$ cat src/rtl/eeprom_93c46_responder.sv
`default_nettype none
// ============================================================================
// Module      : eeprom_93c46_responder
// Description : Microwire slave modelling an AT93C46 in x16 organisation
//               (64 x 16 words). Decodes READ/WRITE/ERASE/EWEN/EWDS/ERAL/WRAL
//               and emulates the self-timed program cycle with ready/busy on DO.
// Revision    : 1.0 - initial release
// ============================================================================
module eeprom_93c46_responder #(
    parameter int          BUSY_CYCLES = 200,
    parameter logic [15:0] INIT_WORD   = 16'hFFFF
) (
    input  logic CLK_200M,
    input  logic SYS_RSTn,
    input  logic EEPROM_CS_IN,
    input  logic EEPROM_SK_IN,
    input  logic EEPROM_DI_IN,
    output logic EEPROM_DO_OUT,
    output logic WEN_OUT,
    output logic BUSY_OUT
);

    localparam logic [2:0] IDLE = 3'd0;
    localparam logic [2:0] OPC  = 3'd1;
    localparam logic [2:0] ADR  = 3'd2;
    localparam logic [2:0] RDAT = 3'd3;
    localparam logic [2:0] WDAT = 3'd4;
    localparam logic [2:0] BUSY = 3'd5;

    localparam logic [15:0] BUSY_LAST = 16'(BUSY_CYCLES - 1);

    logic [1:0]  cs_sync, sk_sync, di_sync;
    logic        cs_prev, sk_prev;
    logic [2:0]  state;
    logic [1:0]  opcode;
    logic [5:0]  addr;
    logic [4:0]  bit_cnt;
    logic [15:0] shift;
    logic        prog, prog_all, wen, do_reg;
    logic [15:0] busy_cnt;
    logic [5:0]  wr_addr;
    logic        wr_active;

    // The array has no reset. Words are stored XORed with INIT_WORD so that an
    // array that powers up all-zero reads back as INIT_WORD everywhere.
    logic [15:0] mem [0:63];

    logic        cs, sk_rise, cs_fall, di, mem_we;
    logic [5:0]  addr_full;
    logic [15:0] rd_word, next_word;

    assign cs        = cs_sync[1];
    assign di        = di_sync[1];
    assign sk_rise   = sk_sync[1] & ~sk_prev;
    assign cs_fall   = cs_prev & ~cs;
    assign addr_full = {addr[4:0], di};
    assign rd_word   = mem[addr_full] ^ INIT_WORD;
    assign next_word = mem[addr + 6'd1] ^ INIT_WORD;
    assign mem_we    = (state == BUSY) && wr_active;

    assign EEPROM_DO_OUT = do_reg;
    assign WEN_OUT       = wen;
    assign BUSY_OUT      = (state == BUSY);

    // Array write port: one word per clock while the program cycle runs.
    always_ff @(posedge CLK_200M) begin
        if (mem_we)
            mem[wr_addr] <= shift ^ INIT_WORD;
    end

    // Synchronisers, edge detection and the Microwire command FSM.
    always_ff @(posedge CLK_200M or negedge SYS_RSTn) begin
        if (!SYS_RSTn) begin
            cs_sync   <= 2'b00;
            sk_sync   <= 2'b00;
            di_sync   <= 2'b00;
            cs_prev   <= 1'b0;
            sk_prev   <= 1'b0;
            state     <= IDLE;
            opcode    <= 2'b00;
            addr      <= 6'd0;
            bit_cnt   <= 5'd0;
            shift     <= 16'd0;
            prog      <= 1'b0;
            prog_all  <= 1'b0;
            wen       <= 1'b0;
            do_reg    <= 1'b1;
            busy_cnt  <= 16'd0;
            wr_addr   <= 6'd0;
            wr_active <= 1'b0;
        end else begin
            cs_sync <= {cs_sync[0], EEPROM_CS_IN};
            sk_sync <= {sk_sync[0], EEPROM_SK_IN};
            di_sync <= {di_sync[0], EEPROM_DI_IN};
            cs_prev <= cs;
            sk_prev <= sk_sync[1];

            if (state == BUSY) begin
                // Serial inputs ignored; DO reports busy whenever CS is high.
                do_reg <= ~cs;
                if (wr_active) begin
                    if (!prog_all || wr_addr == 6'd63)
                        wr_active <= 1'b0;
                    wr_addr <= wr_addr + 6'd1;
                end
                if (busy_cnt == 16'd0)
                    state <= IDLE;
                else
                    busy_cnt <= busy_cnt - 16'd1;
            end else if (!cs) begin
                // CS low ends the command; checked before SK so a coincident
                // SK rise is dropped.
                do_reg  <= 1'b1;
                bit_cnt <= 5'd0;
                prog    <= 1'b0;
                if (cs_fall && state == WDAT && prog && bit_cnt == 5'd16 && wen) begin
                    state     <= BUSY;
                    busy_cnt  <= BUSY_LAST;
                    wr_active <= 1'b1;
                    wr_addr   <= prog_all ? 6'd0 : addr;
                end else begin
                    state <= IDLE;
                end
            end else begin
                if (state != RDAT)
                    do_reg <= 1'b1;
                if (sk_rise) begin
                    case (state)
                        IDLE: begin
                            if (di) begin
                                state   <= OPC;
                                bit_cnt <= 5'd0;
                            end
                        end
                        OPC: begin
                            opcode  <= {opcode[0], di};
                            bit_cnt <= bit_cnt + 5'd1;
                            if (bit_cnt == 5'd1) begin
                                state   <= ADR;
                                bit_cnt <= 5'd0;
                            end
                        end
                        ADR: begin
                            addr    <= addr_full;
                            bit_cnt <= bit_cnt + 5'd1;
                            if (bit_cnt == 5'd5) begin
                                // Non-data commands park in WDAT with the data
                                // counter already full so extra bits are ignored.
                                bit_cnt  <= 5'd16;
                                prog     <= 1'b0;
                                prog_all <= 1'b0;
                                state    <= WDAT;
                                case (opcode)
                                    2'b10: begin
                                        state   <= RDAT;
                                        do_reg  <= 1'b0;
                                        shift   <= rd_word;
                                        bit_cnt <= 5'd0;
                                    end
                                    2'b01: begin
                                        prog    <= 1'b1;
                                        bit_cnt <= 5'd0;
                                    end
                                    2'b11: begin
                                        prog  <= 1'b1;
                                        shift <= 16'hFFFF;
                                    end
                                    default: begin
                                        case (addr_full[5:4])
                                            2'b11: wen <= 1'b1;
                                            2'b00: wen <= 1'b0;
                                            2'b10: begin
                                                prog     <= 1'b1;
                                                prog_all <= 1'b1;
                                                shift    <= 16'hFFFF;
                                            end
                                            default: begin
                                                prog     <= 1'b1;
                                                prog_all <= 1'b1;
                                                bit_cnt  <= 5'd0;
                                            end
                                        endcase
                                    end
                                endcase
                            end
                        end
                        RDAT: begin
                            do_reg <= shift[15];
                            if (bit_cnt == 5'd15) begin
                                bit_cnt <= 5'd0;
                                addr    <= addr + 6'd1;
                                shift   <= next_word;
                            end else begin
                                bit_cnt <= bit_cnt + 5'd1;
                                shift   <= {shift[14:0], 1'b0};
                            end
                        end
                        WDAT: begin
                            if (bit_cnt < 5'd16) begin
                                shift   <= {shift[14:0], di};
                                bit_cnt <= bit_cnt + 5'd1;
                            end
                        end
                        default: state <= IDLE;
                    endcase
                end
            end
        end
    end

endmodule
`default_nettype wire

$ cat config.mk
export PLATFORM = sky130hd
export DESIGN_NAME = eeprom_93c46_responder
export DESIGN_NICKNAME = d
export VERILOG_FILES = /design/src/rtl/eeprom_93c46_responder.sv
export SDC_FILE = /design/constraint.sdc
export NUM_CORES = 2
export LEC_CHECK = 0
export CORE_MARGIN = 5
export CORE_UTILIZATION = 35
export DETAILED_ROUTE_END_ITERATION = 6
export PLACE_DENSITY = 0.58
export SYNTH_ARGS = -nofsm -noshare
export SYNTH_HDL_FRONTEND = slang
export SYNTH_SLANG_ARGS = --single-unit
$ cat constraint.sdc
create_clock -name CLK_200M -period 2.69 [get_ports CLK_200M]
set_input_delay 0.269 -clock CLK_200M [delete_from_list [all_inputs] [get_ports CLK_200M]]
set_output_delay 0.269 -clock CLK_200M [all_outputs]
set_load 0.05 [all_outputs]
Yosys cells after proc, flatten, opt, wreduce, memory -nomap -nowiden
Memory sizes are Yosys's and may differ from the RTL's.
Cells that the tools add are included.
{ "totals": {"ramBits": 1024, "ff_bits": 67, "in_bits": 5, "out_inout_bits": 3, "mem_count": 1, "word_cells": 158} }
{ "classes": {"n_eq_ne": 36, "mux": 59, "reduce_logical": 31, "addsub": 4, "bitwise_logic": 9, "order_cmp": 1} }
{ "memory_table": {"columns": ["name", "depth", "word_bits", "read_ports", "rd_clocked_by_memory_dff", "write_ports", "line", "rtl"], "rows": [
  ["mem", 64, 16, 2, 0, 1, "46", "logic [15:0] mem [0:63];"]
]} }
{ "op_table": {"columns": ["op", "count"], "rows": [
  ["two-way mux 16 bit", 8],
  ["one-hot mux 16 bit (3 select lines)", 2],
  ["NOT 16 bit", 3],
  ["two-way mux 5 bit", 8],
  ["two-way mux 6 bit", 6],
  ["two-way mux 3 bit", 9],
  ["one-hot mux 5 bit (5 select lines)", 1],
  ["two-way mux 1 bit", 19],
  ["zero test 16 bit", 1],
  ["subtractor 16 x 1 -> 16 bit, second input constant", 1],
  ["AND reduction 5 bit", 3],
  ["adder 6 x 1 -> 6 bit, second input constant", 2],
  ["!= test 2 x 1 -> 1 bit, second input constant", 6],
  ["!= test 4 bit, second input constant", 3],
  ["one-hot mux 3 bit (4 select lines)", 1],
  ["one-hot mux 6 bit (2 select lines)", 1],
  ["!= test 2 bit, second input constant", 5],
  ["one-hot mux 5 bit (2 select lines)", 1],
  ["!= test 3 x 2 -> 1 bit, second input constant", 3],
  ["equality test 2 bit, second input constant", 4],
  ["AND reduction 4 bit", 2],
  ["AND reduction 8 bit", 1],
  ["OR reduction 2 bit", 4],
  ["AND reduction 7 bit", 1],
  ["28 further kinds", 45]
]} }

Longest topological paths before layout
{ "logic_depth": {"depth_word": 9, "ltp_mapped": 11, "mapped_depth_nobuf": 8} }

Least setup slack after synthesis
OpenSTA, ideal clock, no wires.
{ "synth_path": {"kind": "reg-to-reg", "from": "reg state[2]", "to": "mem mem[63][0] (enable)", "required_time_ns": 2.301, "stages_incl_launch_ff": 7, "path_buffers": 2, "period_less_slack_ns": 3.166, "setup_slack_ns": -0.476, "t_arrival_ns": 2.777, "cell_sequence": "dfrtp_1 > clkbuf_1 > nand2_1 > inv_1 > buf_1 > nand3_1 > nor2_1"} }
{ "synth_via": {"elab_chain_cells": 4} }
{ "synth_lines": {"columns": ["element", "line", "rtl"], "rows": [
  ["start, declared", "34", "logic [2:0] state;"],
  ["start signal, assigned", "79", "state <= IDLE;"],
  ["start signal, assigned", "107", "state <= IDLE;"],
  ["start signal, assigned", "117", "state <= BUSY;"],
  ["equality test 3 bit", null, null],
  ["net BUSY_OUT", "20", "output logic BUSY_OUT"],
  ["logical AND 1 bit", "59", "assign mem_we = (state == BUSY) && wr_active;"],
  ["two-way mux 1 bit", "67", "if (mem_we)"],
  ["two-way mux 1 bit (implied by the code)", "68", "mem[wr_addr] <= shift ^ INIT_WORD;"],
  ["end, declared", "46", null]
]} }
The timed path passes the listed nets, and every way through them passes these cells.

Worst setup path in the final report
{ "layout_path": {"from": "reg addr[1]", "to": "reg shift[4]"} }
{ "layout_via": {"elab_chain_cells": 5, "elab_cells_between_ends": 8, "classes_between": "1 x add/sub; 4 x mux; 2 x bitwise; 1 x memory"} }
{ "layout_lines": {"columns": ["element", "line", "rtl"], "rows": [
  ["start, declared", "36", "logic [5:0] addr;"],
  ["start signal, assigned", "144", "addr <= addr_full;"],
  ["start signal, assigned", "191", "addr <= addr + 6'd1;"],
  ["adder 6 x 1 -> 6 bit or memory read (64 x 16 bit) (tied branches)", null, null],
  ["memory read (64 x 16 bit) (*)", null, null],
  ["NOT 16 bit (no line) or one-hot mux 16 bit (3 select lines) (tied branches)", null, null],
  ["two-way mux 16 bit (on tied branches)", "189, 146", null],
  ["one-hot mux 16 bit (3 select lines) (*)", "128", "case (state)"],
  ["end signal, assigned", "192", "shift <= next_word;"],
  ["end signal, assigned", "195", "shift <= {shift[14:0], 1'b0};"],
  ["end signal, assigned", "200", "shift <= {shift[14:0], di};"],
  ["end, declared", "38", "logic [15:0] shift;"]
]} }
Every way passes the cells marked *; elsewhere a longest branch is shown, timed or not. The select of a mux whose other input is x is not followed.
A chain may end at the register's enable or synchronous reset.

==> run summary <==
status -> finished with violations
failing checks -> setup timing
Slowest-stage cell, CP -> mux4_2
Worst-Margin Slew -> 0.987 ns
drt initial violations -> 3790
RSZ-0062 raised after global routing -> yes
maxcap violations -> 0
met1 Usage GRT -> 0.267
DR vias/cell -> 5.97
drt pass-1 iters -> 6
CTS H-tree depth -> 3
DR vias -> 29900
Tcrit/Tclk final -> 1.11
PnR worst setup slack -> -0.293 ns
Final Skew -> 0.0453 ns
crit end category -> flip-flop
DR DRC count -> 0
Num CTS Buffers -> 115
WS Path Type -> flip-flop to flip-flop
nets@finish -> 3003
switching power -> 0.0156 W
Power Density -> 861 nW/um^2
Clock Sinks -> 1091
DP Worst Slack -> -0.483 ns
initial antenna violation count -> 4
worst-skew pair later-pin latency -> 0.74 ns
commonest non-fill, non-tap cell in the layout -> edfxtp_1
Post-synth EDFFs -> 1024
port buffer count -> 7
top_reg_cell synth -> edfxtp_1
Setup TNS Final -> -3.82 ns
all-layer global routing usage -> 0.204
DRT Wirelength -> 158000 um
clock share of power -> 0.304
Hold Violations, Final -> 0
crit-path cells -> ha_4, buf_16, buf_12, mux4_2, mux4_2, o22a_1, o21ai_2, o221a_2
Critical R2R Launch -> addr[1]$_DFFE_PN0P_
flop-to-flop setup slack -> -0.29 ns
post-synthesis cell count -> 2659
syn avg cell area -> 19.3 sq um
GR Layer Usage met2 -> 0.336
final setup fails -> 16
Hold Path Class -> input pin to asynchronous set/reset pin
Die Span Y -> 393 um
post-route ant nets -> 0
Arr. time, crit path -> 3.66 ns
CTS Buffer Depth -> 3
final core utilization -> 0.423
Root Driver -> clkbuf_16
Comb pwr share -> 0.295
reg2reg path depth -> 8
first-pass GRT wire length -> 225000 um
cell area after synthesis -> 51400 sq um
CP startpoint kind -> flip-flop
switching share of power -> 0.294
part of the Yosys area used for sequential elements -> 0.631
largest net degree at the start of global routing -> 92
Lkg Pwr -> 19.2 nW
routability cong. -> 0.987
Relative slew margins -> 0.342
library cells used by synthesis -> 73
DIE AREA -> 155000 sq um
area grow syn2layout -> 19.9%
worst r2r dst -> shift[4]$_DFFE_PN0P_
DR WL/cell -> 31.6 um
#FFs+latches synth -> 1091
peak fanout along the critical path -> 5
share of cells above drive strength 1 -> 0.410
YS warnings -> 0
starting density of the core -> 0.353
CP max stage delay -> 0.64 ns
Achievable Freq -> 335 MHz
syn_nets -> 2677
maximum VDD drop -> 0.857 mV
# IOs -> 8
Die X -> 393 um
most frequent CP cell -> mux4_2
GR peak layer -> met2
met3 Resource Use GR -> 0.0506
crit path launch -> addr[1]$_DFFE_PN0P_
internal power -> 0.0374 W
core area -> 146000 sq um
CP required -> 3.37 ns
Max Slew Vio Count -> 0
CTS clk-pin slew, worst paths -> 0.07 ns
overflow left after global routing -> 0
sequential power share -> 0.400
vias in the first global route -> 30300
row count -> 140
post-layout minimum cycle time -> 2.98 ns
Hold Slack -> 0.279 ns
asr flop ratio synth -> 0.0614
HPWL after detailed placement -> 104000 um
commonest cells after routing, fill and taps aside -> 1024 x edfxtp_1, 571 x mux4_2, 258 x buf_4, 120 x clkbuf_16, 119 x buf_12
CTS tree -> done
==> worst max-delay path: cells and delay by family (launching register included) <==
family | cells | cell delay, ns
compound gates | 3 | 0.61
fa+ha+maj | 1 | 0.35
buf+inv | 2 | 0.30
flops | 1 | 0.49
mux | 2 | 1.15
==> worst max-delay path by stage <==
stage | to | cells past startpoint | slack, ns
after CTS | shift[11]$_DFFE_PN0P_ | 8 | -0.27
after global placement | shift[7]$_DFFE_PN0P_ | 8 | -0.49
after floorplan | mem[31][0]$_DFFE_PP_ | 6 | 0.04
after detailed placement | shift[7]$_DFFE_PN0P_ | 8 | -0.48
after global routing | shift[10]$_DFFE_PN0P_ | 8 | -0.31
final | shift[4]$_DFFE_PN0P_ | 8 | -0.29
==> state kept, by name (all words and copies together) (netlist names), 2 cells and up <==
| name | cells |
|---|---|
| mem | 1024 |
| busy_cnt | 16 |
| shift | 16 |
| addr | 6 |
| wr_addr | 6 |
| bit_cnt | 5 |
| state | 3 |
| cs_sync | 2 |
| di_sync | 2 |
| opcode | 2 |
| sk_sync | 2 |
==> layout make-up <==
| class | count | area, sq um |
|---|---|---|
| Antenna cell | 2 | 5.00 |
| Clock buffer | 147 | 3110 |
| Clock inverter | 67 | 703 |
| Fill cell | 12600 | 84100 |
| Inverter | 35 | 131 |
| Multi-Input combinational cell | 1339 | 18100 |
| Sequential cell | 1091 | 32400 |
| Tap cell | 1917 | 2400 |
| Timing Repair Buffer | 403 | 4750 |
==> what timing repair did <==
action	CTS	global route
buffers inserted	14	4
resized for setup	26	14
pin swaps	5	3
hold buffers	4	0
cloned	3	1
hold endpoints to repair	69	0
endpoints found under the setup margin	16	17
==> Yosys cell counts (10+ instances only) <==
master / instances / share of area
mux2_2: 13 / 0.0028
buf_4: 29 / 0.0042
inv_1: 35 / 0.0026
buf_6: 23 / 0.0050
o211ai_1: 17 / 0.0025
nand3_1: 42 / 0.0041
dfrtp_1: 66 / 0.032
o21ai_1: 10 / 0.00097
nand2_1: 107 / 0.0078
nand2b_1: 12 / 0.0015
buf_2: 66 / 0.0064
buf_1: 11 / 0.00080
a21oi_1: 48 / 0.0047
mux2i_1: 77 / 0.015
nor2_1: 132 / 0.0096
o21ai_0: 27 / 0.0026
a31oi_1: 15 / 0.0018
ha_1: 13 / 0.0032
and3_1: 15 / 0.0018
mux4_2: 571 / 0.25
edfxtp_1: 1024 / 0.60
clkbuf_1: 65 / 0.0047
a22oi_1: 46 / 0.0067
nor3_1: 21 / 0.0020
o22ai_1: 11 / 0.0013
nor2b_1: 19 / 0.0023
==> cell families (layout without fill, tap and decap cells) <==
logic type,after synthesis,in the layout,synth area share
AOI/OAI and AO/OA,245,245,0.0333
xor gates and xnor gates,20,20,0.00385
adders and majority gates,13,13,0.00316
buffers and inverters,229,652,0.0238
DFF,1091,1091,0.631
muxes,662,662,0.268
other,0,2,0
and+or+nand+nor,399,399,0.0367
==> power groups by stage <==
| stage | Sequential, W | Combinational, W | Clock, W |
|---|---|---|---|
| 2_1_floorplan | 0.0215 | 0.00934 | 0 |
| 3_3_place_gp | 0.0216 | 0.0146 | 0 |
| 3_5_place_dp | 0.0216 | 0.0150 | 0 |
| 4_1_cts | 0.0212 | 0.0155 | 0.0164 |
| 5_1_grt | 0.0212 | 0.0164 | 0.0171 |
| 6_report | 0.0212 | 0.0157 | 0.0162 |
==> per-layer routing <==
metal,share of wire,wire (um)
met5,0.000069,11
met4,0.035,5510
met2,0.49,77100
met1,0.39,61200
met3,0.091,14400
==> stage by stage <==
| step | area [sq um] | std cells | power [W] |
|---|---|---|---|
| finish | 61600 | 5001 | 0.0530 |
| global route | 61600 | 5000 | 0.0548 |
| CTS | 61500 | 4994 | 0.0531 |
| detailed placement | 57300 | 4759 | 0.0365 |
| global placement | 57300 | 4759 | 0.0362 |
| floorplan | 51500 | 2659 | 0.0309 |
No activity file was read; power rests on OpenSTA's default activity.
